`src/rtl/fetch_stage_pkg.sv`:
```
// Shared fetch/decode definitions: instruction sizing, jump opcodes, fetch state encoding.
package fetch_stage_pkg;

  localparam int unsigned I_SIZE = 32;
  localparam int unsigned RW     = 16;

  localparam logic [6:0] OPC_JMP = 7'h0E;
  localparam logic [6:0] OPC_JAL = 7'h0F;

  typedef enum logic [1:0] {
    ST_FETCH   = 2'd0,
    ST_HOLD    = 2'd1,
    ST_DISCARD = 2'd2
  } fetch_state_e;

  // JAL always jumps; JMP is unconditional only when its condition field [10:7] is zero.
  function automatic logic is_static_jump(input logic [10:0] instr_lo);
    return (instr_lo[6:0] == OPC_JAL) ||
           ((instr_lo[6:0] == OPC_JMP) && (instr_lo[10:7] == 4'd0));
  endfunction

endpackage

```
`src/rtl/fetch_predecode.sv`:
```
// Combinational static jump predictor: taken flag and target from the fetched word.
module fetch_predecode
  import fetch_stage_pkg::*;
#(
  parameter int unsigned PC_W  = 16,
  parameter int unsigned IMM_W = 16,
  parameter bit          EN    = 1'b1
) (
  input  logic [10:0]      i_instr_lo,
  input  logic [IMM_W-1:0] i_imm,
  output logic             o_taken_c,
  output logic [PC_W-1:0]  o_target_c
);

  assign o_taken_c  = EN && is_static_jump(i_instr_lo);
  assign o_target_c = PC_W'(i_imm);

endmodule

```
`src/rtl/fetch_stage.sv`:
```
// Instruction fetch stage: owns the PC, issues single-outstanding memory requests,
// hands words to decode. Static jump prediction enabled by `FETCH_STATIC_PRED_EN.
module fetch_stage
  import fetch_stage_pkg::*;
#(
  parameter int unsigned     PC_W     = 16,
  parameter logic [PC_W-1:0] RESET_PC = '0,
  parameter int unsigned     INSTR_W  = I_SIZE
) (
  input  logic                i_clk,
  input  logic                i_rst_n,
  output logic                o_mem_req,
  output logic [PC_W-1:0]     o_mem_addr,
  input  logic                i_mem_ack,
  input  logic [INSTR_W-1:0]  i_mem_data,
  output logic [RW-1:0]       o_instr_l,
  output logic [INSTR_W-17:0] o_imm_pass,
  output logic                o_jmp_pred_pass,
  output logic                o_submit,
  input  logic                i_next_ready,
  input  logic                i_flush,
  input  logic [PC_W-1:0]     i_flush_pc
);

  localparam int unsigned IMM_W = INSTR_W - RW;

`ifdef FETCH_STATIC_PRED_EN
  localparam bit PRED_EN = 1'b1;
`else
  localparam bit PRED_EN = 1'b0;
`endif

  fetch_state_e     r_state;
  logic [PC_W-1:0]  r_pc;
  logic             r_mem_req;
  logic [PC_W-1:0]  r_mem_addr;
  logic [RW-1:0]    r_instr_l;
  logic [IMM_W-1:0] r_imm;
  logic             r_pred;
  logic             r_submit;

  logic             w_taken;
  logic [PC_W-1:0]  w_target;
  logic [PC_W-1:0]  w_pc_inc;
  logic [PC_W-1:0]  w_next_pc;

  fetch_predecode #(
    .PC_W  (PC_W),
    .IMM_W (IMM_W),
    .EN    (PRED_EN)
  ) u_predecode (
    .i_instr_lo (i_mem_data[10:0]),
    .i_imm      (i_mem_data[INSTR_W-1:RW]),
    .o_taken_c  (w_taken),
    .o_target_c (w_target)
  );

  assign w_pc_inc  = r_pc + PC_W'(1);
  assign w_next_pc = w_taken ? w_target : w_pc_inc;

  // Output registers double as the holding register while decode is stalled.
  always_ff @(posedge i_clk or negedge i_rst_n) begin
    if (!i_rst_n) begin
      r_state    <= ST_FETCH;
      r_pc       <= RESET_PC;
      r_mem_req  <= 1'b0;
      r_mem_addr <= RESET_PC;
      r_instr_l  <= '0;
      r_imm      <= '0;
      r_pred     <= 1'b0;
      r_submit   <= 1'b0;
    end else begin
      r_submit <= 1'b0;
      case (r_state)
        ST_FETCH: begin
          if (i_flush) begin
            r_pc <= i_flush_pc;
            if (r_mem_req && !i_mem_ack) begin
              r_state <= ST_DISCARD;
            end else begin
              r_mem_req  <= 1'b1;
              r_mem_addr <= i_flush_pc;
            end
          end else if (!r_mem_req) begin
            r_mem_req  <= 1'b1;
            r_mem_addr <= r_pc;
          end else if (i_mem_ack) begin
            r_instr_l <= i_mem_data[RW-1:0];
            r_imm     <= i_mem_data[INSTR_W-1:RW];
            r_pred    <= w_taken;
            r_pc      <= w_next_pc;
            if (i_next_ready) begin
              r_submit   <= 1'b1;
              r_mem_addr <= w_next_pc;
            end else begin
              r_mem_req <= 1'b0;
              r_state   <= ST_HOLD;
            end
          end
        end
        ST_HOLD: begin
          if (i_flush) begin
            r_pc       <= i_flush_pc;
            r_mem_req  <= 1'b1;
            r_mem_addr <= i_flush_pc;
            r_state    <= ST_FETCH;
          end else if (i_next_ready) begin
            r_submit   <= 1'b1;
            r_mem_req  <= 1'b1;
            r_mem_addr <= r_pc;
            r_state    <= ST_FETCH;
          end
        end
        ST_DISCARD: begin
          // Request stays up until its ack; the returned word is thrown away.
          if (i_flush) begin
            r_pc <= i_flush_pc;
          end
          if (i_mem_ack) begin
            r_mem_addr <= i_flush ? i_flush_pc : r_pc;
            r_state    <= ST_FETCH;
          end
        end
        default: begin
          r_state   <= ST_FETCH;
          r_mem_req <= 1'b0;
        end
      endcase
    end
  end

  assign o_mem_req       = r_mem_req;
  assign o_mem_addr      = r_mem_addr;
  assign o_instr_l       = r_instr_l;
  assign o_imm_pass      = r_imm;
  assign o_jmp_pred_pass = r_pred;
  assign o_submit        = r_submit;

endmodule

```
`config.mk`:
```
export PLATFORM = sky130hd
export DESIGN_NAME = fetch_stage
export DESIGN_NICKNAME = d
export VERILOG_FILES = /design/src/rtl/fetch_stage_pkg.sv /design/src/rtl/fetch_predecode.sv /design/src/rtl/fetch_stage.sv
export SDC_FILE = /design/constraint.sdc
export NUM_CORES = 1
export LEC_CHECK = 0
export ABC_AREA = 1
export BUFFER_PORTS_ARGS = -buffer_cell sky130_fd_sc_hd__buf_4
export CORE_MARGIN = 1
export CORE_UTILIZATION = 40
export CTS_CLUSTER_SIZE = 40
export DETAILED_ROUTE_END_ITERATION = 8
export PLACE_DENSITY = 0.65
export SLEW_MARGIN = 20
export SYNTH_ARGS = -nofsm -noshare
export SYNTH_HDL_FRONTEND = slang
export SYNTH_HIERARCHICAL = 1
export SYNTH_SLANG_ARGS = --single-unit
export TNS_END_PERCENT = 50
```
`constraint.sdc`:
```
create_clock -name i_clk -period 3.73 [get_ports i_clk]
set_input_delay 0.373 -clock i_clk [delete_from_list [all_inputs] [get_ports i_clk]]
set_output_delay 0.373 -clock i_clk [all_outputs]
set_load 0.03 [all_outputs]
```
Yosys cells after proc, flatten, opt, wreduce, memory -nomap -nowiden
Index checks and enable logic that the tools add are counted.
{ "classes": {"add_sub_neg": 1, "bitwise": 2, "eq_ne": 11, "muxes": 36, "n_reduce_logical": 11} }
{ "ops": {"columns": ["op", "n"], "rows": [
  ["$mux W16", 12],
  ["$pmux W16 S3", 1],
  ["$pmux W16 S2", 1],
  ["$ne A3 B3 Y1 const B", 6],
  ["$add A16 B1 Y16 const B", 1],
  ["$mux W2", 8],
  ["$reduce_and A6 Y1", 2],
  ["$mux W1", 11],
  ["$ne A4 B4 Y1 const B", 2],
  ["$pmux W2 S3", 1],
  ["$reduce_and A3 Y1", 2],
  ["$reduce_and A4 Y1", 1],
  ["$pmux W1 S3", 1],
  ["$reduce_bool A3 Y1", 1],
  ["$eq A2 B1 Y1 const B", 1],
  ["$eq A2 B2 Y1 const B", 1],
  ["$logic_not A2 Y1", 1],
  ["$ne A2 B2 Y1 const B", 1],
  ["$not A1 Y1", 2],
  ["$pmux W1 S2", 1],
  ["$reduce_bool A2 Y1", 1],
  ["$reduce_or A2 Y1", 1],
  ["$logic_and A1 B1 Y1", 1],
  ["$logic_not A1 Y1", 1]
]} }
{ "word_totals": {"wordCells": 68, "reg_bits": 68, "inputBits": 53, "output_inout_bits": 51} }

Logic depth before layout (Yosys ltp)
{ "logic_depth": {"word_depth": 6, "depth_mapped": 13, "mapped_depth_nobuf": 13} }

By module
The synthesis kept the hierarchy.
{ "by_module_without_submodules": {"columns": ["mod", "cells_each", "instances", "area_per_inst_um2", "seq_area_each_um2"], "rows": [
  ["fetch_stage", 539, 1, 4202.8, 1726.7],
  ["fetch_predecode", 18, 1, 131.4, 0.0]
]} }

Least setup slack after synthesis
No wires, ideal clock.
{ "synth_path": {"kind": "reg-to-reg", "start": "register r_state[0]", "end": "register r_pc[12]", "arrival_ns": 1.514, "period_less_slack_ns": 1.601, "path_buffers": 1, "required_ns": 3.643, "stages_incl_launch_ff": 8, "setup_ns": 0.087, "path_slack_ns": 2.129, "cell_sequence": "dfrtp_1 -> inv_1 -> ha_1 -> clkinv_1 -> clkbuf_1 -> a21oi_1 -> nor2_1 -> a22oi_1"} }
{ "synth_between": {"elab_chain_cells": 4, "word_cells_on_any_way": 9, "cone_classes": "4 x eq/ne; 1 x mux; 4 x reduce/logical"} }
{ "synth_rtl": {"columns": ["element", "line_no", "source"], "rows": [
  ["start: declaration", "fetch_stage.sv:33", "fetch_state_e r_state;"],
  ["start signal: assignment", "fetch_stage.sv:64", "r_state <= ST_FETCH;"],
  ["start signal: assignment", "fetch_stage.sv:79", "r_state <= ST_DISCARD;"],
  ["start signal: assignment", "fetch_stage.sv:97", "r_state <= ST_HOLD;"],
  ["$eq A2 B2 Y1 or $eq A2 B1 Y1 (tied branches)", "fetch_stage.sv:74", "case (r_state)"],
  ["$reduce_or A2 Y1 (no source line)", null, null],
  ["$reduce_bool A2 Y1 (no source line)", null, null],
  ["$reduce_and A3 Y1 (no source line)", null, null],
  ["end signal: assignment", "fetch_stage.sv:77", "r_pc <= i_flush_pc;"],
  ["end signal: assignment", "fetch_stage.sv:91", "r_pc <= w_next_pc;"],
  ["end signal: assignment", "fetch_stage.sv:103", "r_pc <= i_flush_pc;"],
  ["end: declaration", "fetch_stage.sv:34", "logic [PC_W-1:0] r_pc;"]
]} }
Parallel ways exist; a longest one is shown, timed or not.
A chain may end at the register's enable or synchronous reset.

Final worst setup path
{ "layout_path": {"start": "register r_mem_req (netlist: o_mem_req)", "end": "register r_imm[13] (netlist: o_imm_pass[13])"} }
{ "layout_between": {"elab_chain_cells": 1} }
{ "layout_rtl": {"columns": ["element", "line_no", "source"], "rows": [
  ["start: declaration", "fetch_stage.sv:35", "logic r_mem_req;"],
  ["start signal: assignment", "fetch_stage.sv:66", "r_mem_req <= 1'b0;"],
  ["start signal: assignment", "fetch_stage.sv:81", "r_mem_req <= 1'b1;"],
  ["start signal: assignment", "fetch_stage.sv:85", "r_mem_req <= 1'b1;"],
  ["$reduce_and A4 Y1 (no source line)", null, null],
  ["end signal: assignment", "fetch_stage.sv:89", "r_imm <= i_mem_data[INSTR_W-1:RW];"],
  ["end: declaration", "fetch_stage.sv:38", "logic [IMM_W-1:0] r_imm;"]
]} }
No other way between the ends.

==> metrics.txt <==
status complete, no violations; share of layout cells above drive strength 1 0.287; worst vdd ir approximately 0.0005 V; First DRT Iteration DRCs 276; CTS tree yes; Worst-path clk slew 0.09 ns; final WL about 11000 um; number of port buffers 103; final core utilization 0.497; post-detailed-route count of antenna-violating nets 0; FFs w/ async S/R, synth 1.00; Clock Sinks roughly 70; number of global-route vias before repair about 4000; Die ar. around 11000 um^2; pwr/cell area between 900 and 1000 nW/um^2; clock root cell clkbuf_8; final hold viol count 0; Slew Limit Fails 0; Final Critical Period around 2.4 ns; Yosys top cell area share 0.398; RSZ-0062 raised after global routing no; pin count of the biggest net entering global routing 70; CP Launch Type flip-flop; TritonCTS Buffers 9; first-pass GRT wire length 19000 um; initial antenna violation count 0; CP max FO 34; Worst Max-Slew Pin Slew around 0.87 ns; Netlist cell types 38; Hold WS roughly 0.14 ns; max-cap viol count 0; H-tree Lvls 3; antenna cells 0; WS Path Type flip-flop to flip-flop; hold-fix buffers at CTS 0; Initial Utilization 0.416; synthesized area approximately 4300 um^2; worst hold path class primary input to async pin; EDFF count, synth 0; num rows 37; endpoints failing setup 0; Pleak about 2.6 nW; via count ~4000; synth top area cells dfrtp_1, nand2_1, mux2_2; WL/cell approximately 15 um; critical path endpoint category flip-flop; Avg Inst Size Synth between 7 and 8 um^2; Clock Skew ~0.011 ns; CTS max path bufs 2; Total GRT Usage 0.213; Area Overhead vs Synth 19.4%; Setup Fix Bufs, Post-CTS 0; Ys Warns 6; predominant post-synthesis flop cell dfrtp_1; path depth of the worst reg2reg path 4; Vias/cell ~5.2; Placer Congestion roughly 0.84; Syn Nets a little over 600; # fillers a little over 1000; worst r2r src o_mem_req; CP arrival approximately 2.6 ns; post-CTS sizing 0; register area share after synthesis 0.398; Post-Route Setup TNS 0 ns; dpl hpwl around 8000 um; grt total ovfl 0; Mapped Cells 557; most frequent cells after synthesis nand2_1, dfrtp_1, a21oi_1; Multi-input gate area approximately 2100 um^2; final net count 688; Yosys top cell by area dfrtp_1; Slew headroom 0.418; count leader, synth nand2_1; Die Y around 110 um; Die Span X around 110 um; RR Endpoint o_imm_pass[13]; R2R setup slack ~1.4 ns; #FFs+latches synth 69; core area 10400 um^2; Max Clk Rate 422 MHz; WP data required 3.96 ns; DRC 0; fin crit share 0.635; worst skew pair latency approximately 0.35 ns; FF/Latch Area 1730 um^2; # IOs around 100; drt first pass iters 5
==> worst max path at each step <==
| stage | from | endpoint | slack, ns |
|---|---|---|---|
| 3_5_place_dp | i_flush | o_instr_l[0] | 1.22 |
| 2_1_floorplan | r_state[0] | r_pc[12] | 2.13 |
| 3_3_place_gp | i_flush | o_instr_l[3] | 1.30 |
| 4_1_cts | o_mem_req | o_imm_pass[15] | 1.40 |
| 6_report | o_mem_req | o_imm_pass[13] | 1.36 |
| 5_1_grt | o_mem_req | o_instr_l[5] | 1.19 |
==> metrics by stage <==
stage,instances,worst slack (ns),power (W),instance area [um^2]
after CTS,771,1.40,0.00482,5180
after detailed placement,755,1.22,0.00415,4970
after global routing,771,1.19,0.00516,5180
after floorplan,557,2.13,0.00336,4330
final,771,1.36,0.00479,5180
after global placement,755,1.30,0.00409,4970
==> kinds of logic after synthesis <==
kind of cell / synth area share
and+or+nand+nor: 0.237
AOI/OAI and AO/OA: 0.148
buffers and inverters: 0.109
DFF: 0.398
muxes: 0.0878
adders and majority gates: 0.0144
xor gates and xnor gates: 0.00404
other: 0.000865
==> routing by layer <==
metal  share of wire  routed length (um)  vias up  GRT usage
met3           0.080                 905       16     0.0656
met2            0.45                5040      147      0.331
met5               0                   0        -          0
met4           0.018                 208        0     0.0734
met1            0.46                5160     1877      0.280
li1                -                   -     1941          -
==> layout make-up <==
type / count / share of cell area
flip-flops and latches: 69 / 0.334
repair buffers: 105 / 0.152
inverters: 40 / 0.0295
multi-input cells: 405 / 0.412
clock inverters: 7 / 0.0157
well taps: 136 / 0.0329
clock buffers: 9 / 0.0239
==> worst max-delay path, cell delays in order, from the launching register on <==
cell and delay [ns]:
dfrtp_1 0.92, nand2_1 0.21, inv_1 0.16, nand2_2 0.46, mux2_2 0.46
==> placed cells by master (no fill, tap or decap), types with 2 or more instances in the layout <==
cell type,synthesis,routed
a21oi_1,59,59
a21oi_2,5,5
a31oi_1,4,4
buf_4,20,105
clkbuf_8,2,9
clkinv_4,0,2
dfrtp_1,69,69
ha_1,5,5
inv_1,33,33
inv_2,5,5
inv_6,0,3
mux2_2,32,32
mux2i_1,2,2
nand2_1,146,146
nand2_2,5,5
nand3_1,24,24
nand3_2,2,2
nand4_1,2,2
nor2_1,56,56
nor2_2,4,4
nor2_4,4,4
o211ai_1,3,3
o21ai_0,29,29
o21ai_1,11,11
o21ai_2,2,2
xor2_1,2,2
==> registers in the layout, indices dropped and copies added, names as in the netlist <==
| signal | cells |
|---|---|
| o_imm_pass | 16 |
| o_instr_l | 16 |
| o_mem_addr | 16 |
| r_pc | 16 |
| r_state | 2 |
| o_jmp_pred_pass | 1 |
| o_mem_req | 1 |
| o_submit | 1 |
==> power breakdown <==
part / internal [W] / switching [W] / leakage, nW
Combinational: 0.000993 / 0.00167 / 1.63
Clock: 0.000318 / 0.000324 / 0.101
Sequential: 0.00113 / 0.000349 / 0.826
Total: 0.00245 / 0.00234 / 2.55
No activity file was read; power rests on OpenSTA's default activity.
